### config.mk
export PLATFORM = sky130hd
export DESIGN_NAME = bg_rom_arbiter
export DESIGN_NICKNAME = d
export VERILOG_FILES = /design/src/rtl/vga_pkg.sv /design/src/rtl/rom_tag_pipe.sv /design/src/rtl/bg_rom_arbiter.sv
export SDC_FILE = /design/constraint.sdc
export NUM_CORES = 1
export LEC_CHECK = 0
export ABC_CLOCK_PERIOD_IN_PS = 2000
export CORE_MARGIN = 2
export CORE_UTILIZATION = 32
export CTS_CLUSTER_DIAMETER = 200
export DETAILED_ROUTE_END_ITERATION = 7
export DONT_BUFFER_PORTS = 1
export PLACE_DENSITY = 0.56
export SLEW_MARGIN = 25
export SYNTH_ARGS = -nofsm -noshare
export SYNTH_HDL_FRONTEND = slang
export SYNTH_SLANG_ARGS = --single-unit
### constraint.sdc
create_clock -name clk -period 2 [get_ports clk]
set_input_delay 0.3 -clock clk [delete_from_list [all_inputs] [get_ports clk]]
set_output_delay 0.3 -clock clk [all_outputs]
set_load 0.02 [all_outputs]
### src/rtl/vga_pkg.sv
// Shared VGA-path definitions.
// Provides the background ROM geometry used as parameter defaults by the
// ROM arbiter, and the {valid, is_aux} tag carried alongside each ROM read.
package vga_pkg;

  localparam int BG_ROM_ADDR_W = 17;  // {vcount[10:3], hcount[10:2]}
  localparam int BG_ROM_DATA_W = 12;  // RGB444

  // Tag travelling with each ROM read so the returning word can be steered
  // to the video path or to the aux requester.
  typedef struct packed {
    logic vld;
    logic is_aux;
  } rom_tag_t;

endpackage

### src/rtl/rom_tag_pipe.sv
// ROM read tag pipeline.
// A DEPTH-deep shift register of {valid, is_aux} tags that tracks each
// read issued to the ROM until its data appears on the ROM output.
// Ports:
//   clk, rst             clock, synchronous active-high clear
//   in_vld, in_is_aux    tag for the read issued this cycle
//   out_vld, out_is_aux  tag for the ROM word presented this cycle
module rom_tag_pipe
  import vga_pkg::*;
#(
  parameter int DEPTH = 1
) (
  input  logic clk,
  input  logic rst,
  input  logic in_vld,
  input  logic in_is_aux,
  output logic out_vld,
  output logic out_is_aux
);

  rom_tag_t tag_p [DEPTH];

  always_ff @(posedge clk) begin
    if (rst) begin
      for (int k = 0; k < DEPTH; k++) begin
        tag_p[k] <= '0;
      end
    end else begin
      tag_p[0] <= '{vld: in_vld, is_aux: in_is_aux};
      for (int k = 1; k < DEPTH; k++) begin
        tag_p[k] <= tag_p[k-1];
      end
    end
  end

  // ---- last stage: aligned with ROM output ----
  assign out_vld    = tag_p[DEPTH-1].vld;
  assign out_is_aux = tag_p[DEPTH-1].is_aux;

endmodule

### src/rtl/bg_rom_arbiter.sv
// Background ROM read-port arbiter.
// Shares the single background ROM port between the real-time video path
// and an auxiliary requester (crosshair hit detection). Video owns the port
// during visible pixels; aux reads are granted only in blanking through a
// req/ack handshake, and returning words are steered by a tag pipeline.
// ROM_LATENCY must lie in 1..4.
// Ports:
//   clk, rst              clock, synchronous active-high reset
//   vid_active, vid_addr  video request (visible pixel flag + address)
//   vid_rgb               video pixel, ROM_LATENCY cycles after vid_addr
//   aux_req, aux_addr     aux request level + address, held until aux_ack
//   aux_ack               one-cycle grant
//   aux_valid, aux_data   aux return pulse + held data word
//   rom_addr, rom_en      to ROM
//   rom_dout              from ROM
module bg_rom_arbiter
  import vga_pkg::*;
#(
  parameter int ADDR_WIDTH  = BG_ROM_ADDR_W,
  parameter int DATA_WIDTH  = BG_ROM_DATA_W,
  parameter int ROM_LATENCY = 1
) (
  input  logic                  clk,
  input  logic                  rst,
  input  logic                  vid_active,
  input  logic [ADDR_WIDTH-1:0] vid_addr,
  output logic [DATA_WIDTH-1:0] vid_rgb,
  input  logic                  aux_req,
  input  logic [ADDR_WIDTH-1:0] aux_addr,
  output logic                  aux_ack,
  output logic                  aux_valid,
  output logic [DATA_WIDTH-1:0] aux_data,
  output logic [ADDR_WIDTH-1:0] rom_addr,
  output logic                  rom_en,
  input  logic [DATA_WIDTH-1:0] rom_dout
);

  typedef enum logic {
    IDLE,
    AUX_WAIT
  } arb_state_t;

  arb_state_t state, state_next;
  logic       grant;
  logic       ret_vld, ret_is_aux;
  logic       ret_vid, ret_aux;

  always_ff @(posedge clk) begin
    if (rst) state <= IDLE;
    else     state <= state_next;
  end

  // Grant is also masked by rst so nothing is issued while in reset.
  // AUX_WAIT holds off further grants until the outstanding word returns,
  // which keeps exactly one aux read in flight.
  always_comb begin
    state_next = state;
    grant      = 1'b0;
    unique case (state)
      IDLE: begin
        if (aux_req && !vid_active && !rst) begin
          grant      = 1'b1;
          state_next = AUX_WAIT;
        end
      end
      AUX_WAIT: begin
        if (aux_valid) state_next = IDLE;
      end
      default: state_next = IDLE;
    endcase
  end

  // ---- stage 0: ROM address/enable issue ----
  always_comb begin
    aux_ack  = grant;
    rom_addr = grant ? aux_addr : vid_addr;
    rom_en   = grant || (vid_active && !rst);
  end

  rom_tag_pipe #(
    .DEPTH (ROM_LATENCY)
  ) u_tag_pipe (
    .clk        (clk),
    .rst        (rst),
    .in_vld     (rom_en),
    .in_is_aux  (grant),
    .out_vld    (ret_vld),
    .out_is_aux (ret_is_aux)
  );

  // ---- stage ROM_LATENCY: ROM word returns, steered by tag ----
  assign ret_vid = ret_vld && !ret_is_aux;
  assign ret_aux = ret_vld &&  ret_is_aux;

  // Blanking and aux-return slots show black on the video path.
  assign vid_rgb = ret_vid ? rom_dout : '0;

  always_ff @(posedge clk) begin
    if (rst) begin
      aux_valid <= 1'b0;
      aux_data  <= '0;
    end else begin
      aux_valid <= ret_aux;
      if (ret_aux) aux_data <= rom_dout;
    end
  end

endmodule

# After elaboration in Yosys (flattened, before gate mapping)
# Memory sizes are Yosys's and may differ from the RTL's.
# Index checks and enable logic that the tools add are counted.
[totals] memories=1 rom_bits=0 latchBits=0 ff_bits=14 out_inout_bits=44 mem_bits_rw=2
[memory_table] name="u_tag_pipe.tag_p" depth=1 word_bits=2 rd=1 rd_ports_with_merged_regs=0 wr=1 line_no="rom_tag_pipe.sv:21" text="rom_tag_t tag_p [DEPTH];"
[classes] n_addsub=0 reduce_logical=10 muxes=11 n_mul=0 div=0 shift=0 n_eq_ne=0 bitwise_logic=1 n_lt_le_gt_ge=0
[ops] operator="17-bit two-way mux" n=1
[ops] operator="12-bit two-way mux" n=1
[ops] operator="1-bit two-way mux" n=7
[ops] operator="1-bit logical AND" n=5
[ops] operator="1-bit zero test" n=3
[ops] operator="2-bit two-way mux" n=1
[ops] operator="1-bit one-hot mux with 2 select lines" n=1
[ops] operator="2-bit OR reduction" n=1
[ops] operator="1-bit logical OR" n=1
[ops] operator="1-bit NOT" n=1

# Logic depth before layout (Yosys ltp)
[depth] ltp_word=7 ltp_mapped=4 ltp_nobuf=2

# Hierarchy
# A second synthesis with hierarchy kept.
[unflattened] hier_cells=103 hier_area_um2=1002.2
[modules_own_cells] mod="bg_rom_arbiter" seq_area_each_um2=280.3 area_each_um2=949.7 cells_each=99 instances=1
[modules_own_cells] mod="rom_tag_pipe" seq_area_each_um2=40.0 area_each_um2=52.6 cells_each=4 instances=1

# Least setup slack after synthesis
# OpenSTA, ideal clock, no wires.
[synth_timing] path_kind="input-to-output" from="input port rst" to="output port rom_addr[10]" n_path_buf=2 setup_slack_ps=163 path_stages=4 arrival_time_ps=1537 path_cell_list="buf_6 nor4b_4 buf_6 mux2_2"
[synth_between] elab_chain_len=5
[synth_lines] element="start, declared" line_no="bg_rom_arbiter.sv:24" text="input logic rst,"
[synth_lines] element="1-bit zero test" line_no="bg_rom_arbiter.sv:61" text="if (aux_req && !vid_active && !rst) begin"
[synth_lines] element="1-bit logical AND" line_no="bg_rom_arbiter.sv:61"
[synth_lines] element="1-bit two-way mux" line_no="bg_rom_arbiter.sv:61"
[synth_lines] element="1-bit two-way mux" line_no="bg_rom_arbiter.sv:59" text="unique case (state)"
[synth_lines] element="named net aux_ack" line_no="bg_rom_arbiter.sv:30" text="output logic aux_ack,"
[synth_lines] element="17-bit two-way mux" line_no="bg_rom_arbiter.sv:76" text="rom_addr = grant ? aux_addr : vid_addr;"
[synth_lines] element="end, declared" line_no="bg_rom_arbiter.sv:33" text="output logic [ADDR_WIDTH-1:0] rom_addr,"
# The timed path passes the listed nets, and every way through them passes these cells.

# Worst setup path after layout
[layout_timing] from="register state" to="output port rom_addr[4]"
[layout_between] elab_chain_len=2
[layout_lines] element="start, declared" line_no="bg_rom_arbiter.sv:43" text="arb_state_t state, state_next;"
[layout_lines] element="start signal, assigned" line_no="bg_rom_arbiter.sv:50" text="else state <= state_next;"
[layout_lines] element="1-bit two-way mux" line_no="bg_rom_arbiter.sv:59"
[layout_lines] element="17-bit two-way mux" line_no="bg_rom_arbiter.sv:76"
# Every way passes these cells.

==> reports/results.ini <==
[yosys]
syn_nets = 153
synth_seq_cells = 16
synth_edf_count = 0
dominantRegCellSynth = dfxtp_1
ys_top_cells_by_count = mux2_2 (17), dfxtp_1 (16), a21oi_1 (15)
netlist_instances = 103
async_reset_ff_share_pct = 0
syn_avg_cell_area_um2 = 9.38
synth_area_leader_cell = dfxtp_1
yosysSeqAreaShare_pct = 33.2
yosysTopAreaCellShare_pct = 33.2
synth.yosys.warnings = 0
synth.area.top_cells = dfxtp_1 (33%), mux2_2 (20%), a21bo_2 (12%)
synthDistinctLibCells = 16
yosysMostFrequentCell = mux2_2
synth.cell_area_um2 = 966

[pwr]
p_leak_nw = 0.362
power_density_mw_per_mm2 = 683
vdd_ir_drop_max_uv = 180
power.total_mw = 0.693

[worst_setup_path]
cp.arrival_ns = 1.56
critical_path_required_ns = 1.70
cp-start-kind = flip-flop
worstPathMaxFanout = 18
critPathCaptureType = output pin
crit_type = flip-flop to output pin

[sta]
setup_slack_ns = 0.141
max_slew_margin_pct = 60.6
slew_violations = 0
fin_crit_sh_pct = 93.0
fin_worst_skew_ns = 0.000905
setup_violations = 0
timing.fmax_ghz = 0.538
rsz0062_at_grt = no
worstMarginPinSlew_ns = 0.590
finalCriticalPeriod_ns = 1.86
hold_violations = 0
tns_ns = 0

[global_route]
grt_pass1_vias = 729
antenna_found_initial = 0
globalRouteTotalUtil_pct = 12.6
grt_pass1_wl_um = 3290
grt_max_degree = 26
overflow = 0

[clock_network]
ctsResizeCount = 0
ctsHoldBuffers = 0
clock_path_buffers = 2
post-cts-setup-buffer-count = 0
cts_tree = done
cts_buffers = 3
cts-root-buf = clkbuf_4
clkSlewWorstSetupHoldPaths_ns = 0.09
cts_sinks = 16
clk_latency_ns = 0.28
htreeDepth = 1

[job]
cap_viol_max_count = 0

[status]
outcome = finished, violations left
violations = DRC

[cells_and_area]
stdcell_count = 131
n_antenna_cell = 0
nNetsFinal = 151
syn2layout_area_growth_pct = 5.05
drive_gt1_share_pct = 38.0
fill_cells = 301

[die]
fp.coreArea_mm2 = 0.00281
die_area_mm2 = 0.00347
dieWidth_um = 58.9
start_util_pct = 34.4
rows = 19
io_pins = 94
die_h_um = 58.9

[detailed_routing]
drtPass1Iterations = 8
wl_per_cell_um = 17.4
drt_first_iter_violations = 14
drc = 2
ant_nets = 0
finalWirelength_um = 2290
vias = 748
via_per_inst = 5.71

[placement]
dp_slack_ns = 0.391
gp_congestion = 0.667
dp.final_hpwl_um = 1780
placedCellCount = 127
port_buffers = 0

[hold_path]
hp-class = input port to flip-flop

-- area by class of cell --
type / instances / area [µm²] / area share [%]
multi-input combinational: 76 / 589 / 58.1
sequential: 16 / 320 / 31.6
clock buffer: 4 / 36.3 / 3.58
timing repair buffer: 3 / 26.3 / 2.59
inverter: 1 / 3.75 / 0.370
tap: 31 / 38.8 / 3.82
-- per-stage QoR --
| stage | hold slack, ns | instance area (µm²) | util [%] |
|---|---|---|---|
| final | 0.0748 | 1010 | 36.2 |
| after global routing | 0.0568 | 1010 | 36.2 |
| after CTS | 0.0633 | 1010 | 36.0 |
| after detailed placement | 0.373 | 975 | 34.7 |
| after global placement | 0.372 | 975 | 34.7 |
| after floorplan | 0.377 | 966 | - |
-- flip-flops by register name, indices dropped and copies added (netlist names) --
| name | count |
|---|---|
| aux_data | 12 |
| aux_valid | 1 |
| u_tag_pipe.tag_p | 2 |
| state | 1 |
-- power by group --
| part | total, mW | internal [mW] | switching (mW) |
|---|---|---|---|
| sequential | 0.338 | 0.326 | 0.0110 |
| combinational | 0.144 | 0.0484 | 0.0953 |
| clock | 0.212 | 0.111 | 0.101 |
-- cells by family (layout without fill, tap and decap cells) --
family / count (synthesis) / after routing / share of synthesized area, %
AOI/OAI and AO/OA: 27 / 27 / 20.2
and+or+nand+nor: 32 / 32 / 21.0
muxes: 17 / 17 / 19.8
DFF: 16 / 16 / 33.2
buffers and inverters: 11 / 8 / 5.83
-- worst max-delay path: stages, from the launching register on --
cell and delay (ns):
dfxtp_1 0.37, nor4b_4 0.24, buf_6 0.24, mux2_2 0.42
-- layer usage --
layer / vias to the layer above / routed length (µm) / GRT usage (%) / part of all wire, %
met5: - / 0 / 0 / 0
met2: 50 / 1230 / 23.3 / 54
met1: 341 / 813 / 12.8 / 36
met3: 4 / 209 / 3.52 / 9.1
li1: 353 / - / - / -
met4: 0 / 34 / 6.49 / 1.5
-- worst paths after layout --
path	endpoint	slack (ns)	depth (start not counted)	from
hold reg to reg	state$_SDFF_PP0_	0.55	2	state$_SDFF_PP0_
setup reg to reg	state$_SDFF_PP0_	0.96	2	state$_SDFF_PP0_
setup / recovery	rom_addr[4]	0.14	3	state$_SDFF_PP0_
hold / removal	aux_data[10]$_SDFFE_PP0P_	0.07	1	rst
-- cells in the final DEF, fill, tap and decap left out --
cell / netlist / layout
a21bo_2: 12 / 12
a21oi_1: 15 / 15
and2_1: 12 / 12
buf_4: 0 / 2
buf_6: 2 / 1
clkbuf_4: 0 / 3
clkbuf_8: 0 / 1
dfxtp_1: 16 / 16
inv_1: 1 / 1
mux2_2: 17 / 17
nand2_1: 1 / 1
nand2b_1: 2 / 2
nand3_1: 12 / 12
nor2_1: 1 / 1
nor2b_1: 1 / 1
nor4b_1: 1 / 1
nor4b_4: 1 / 1
or3b_2: 1 / 1
Power figures use the tool's default switching activity.
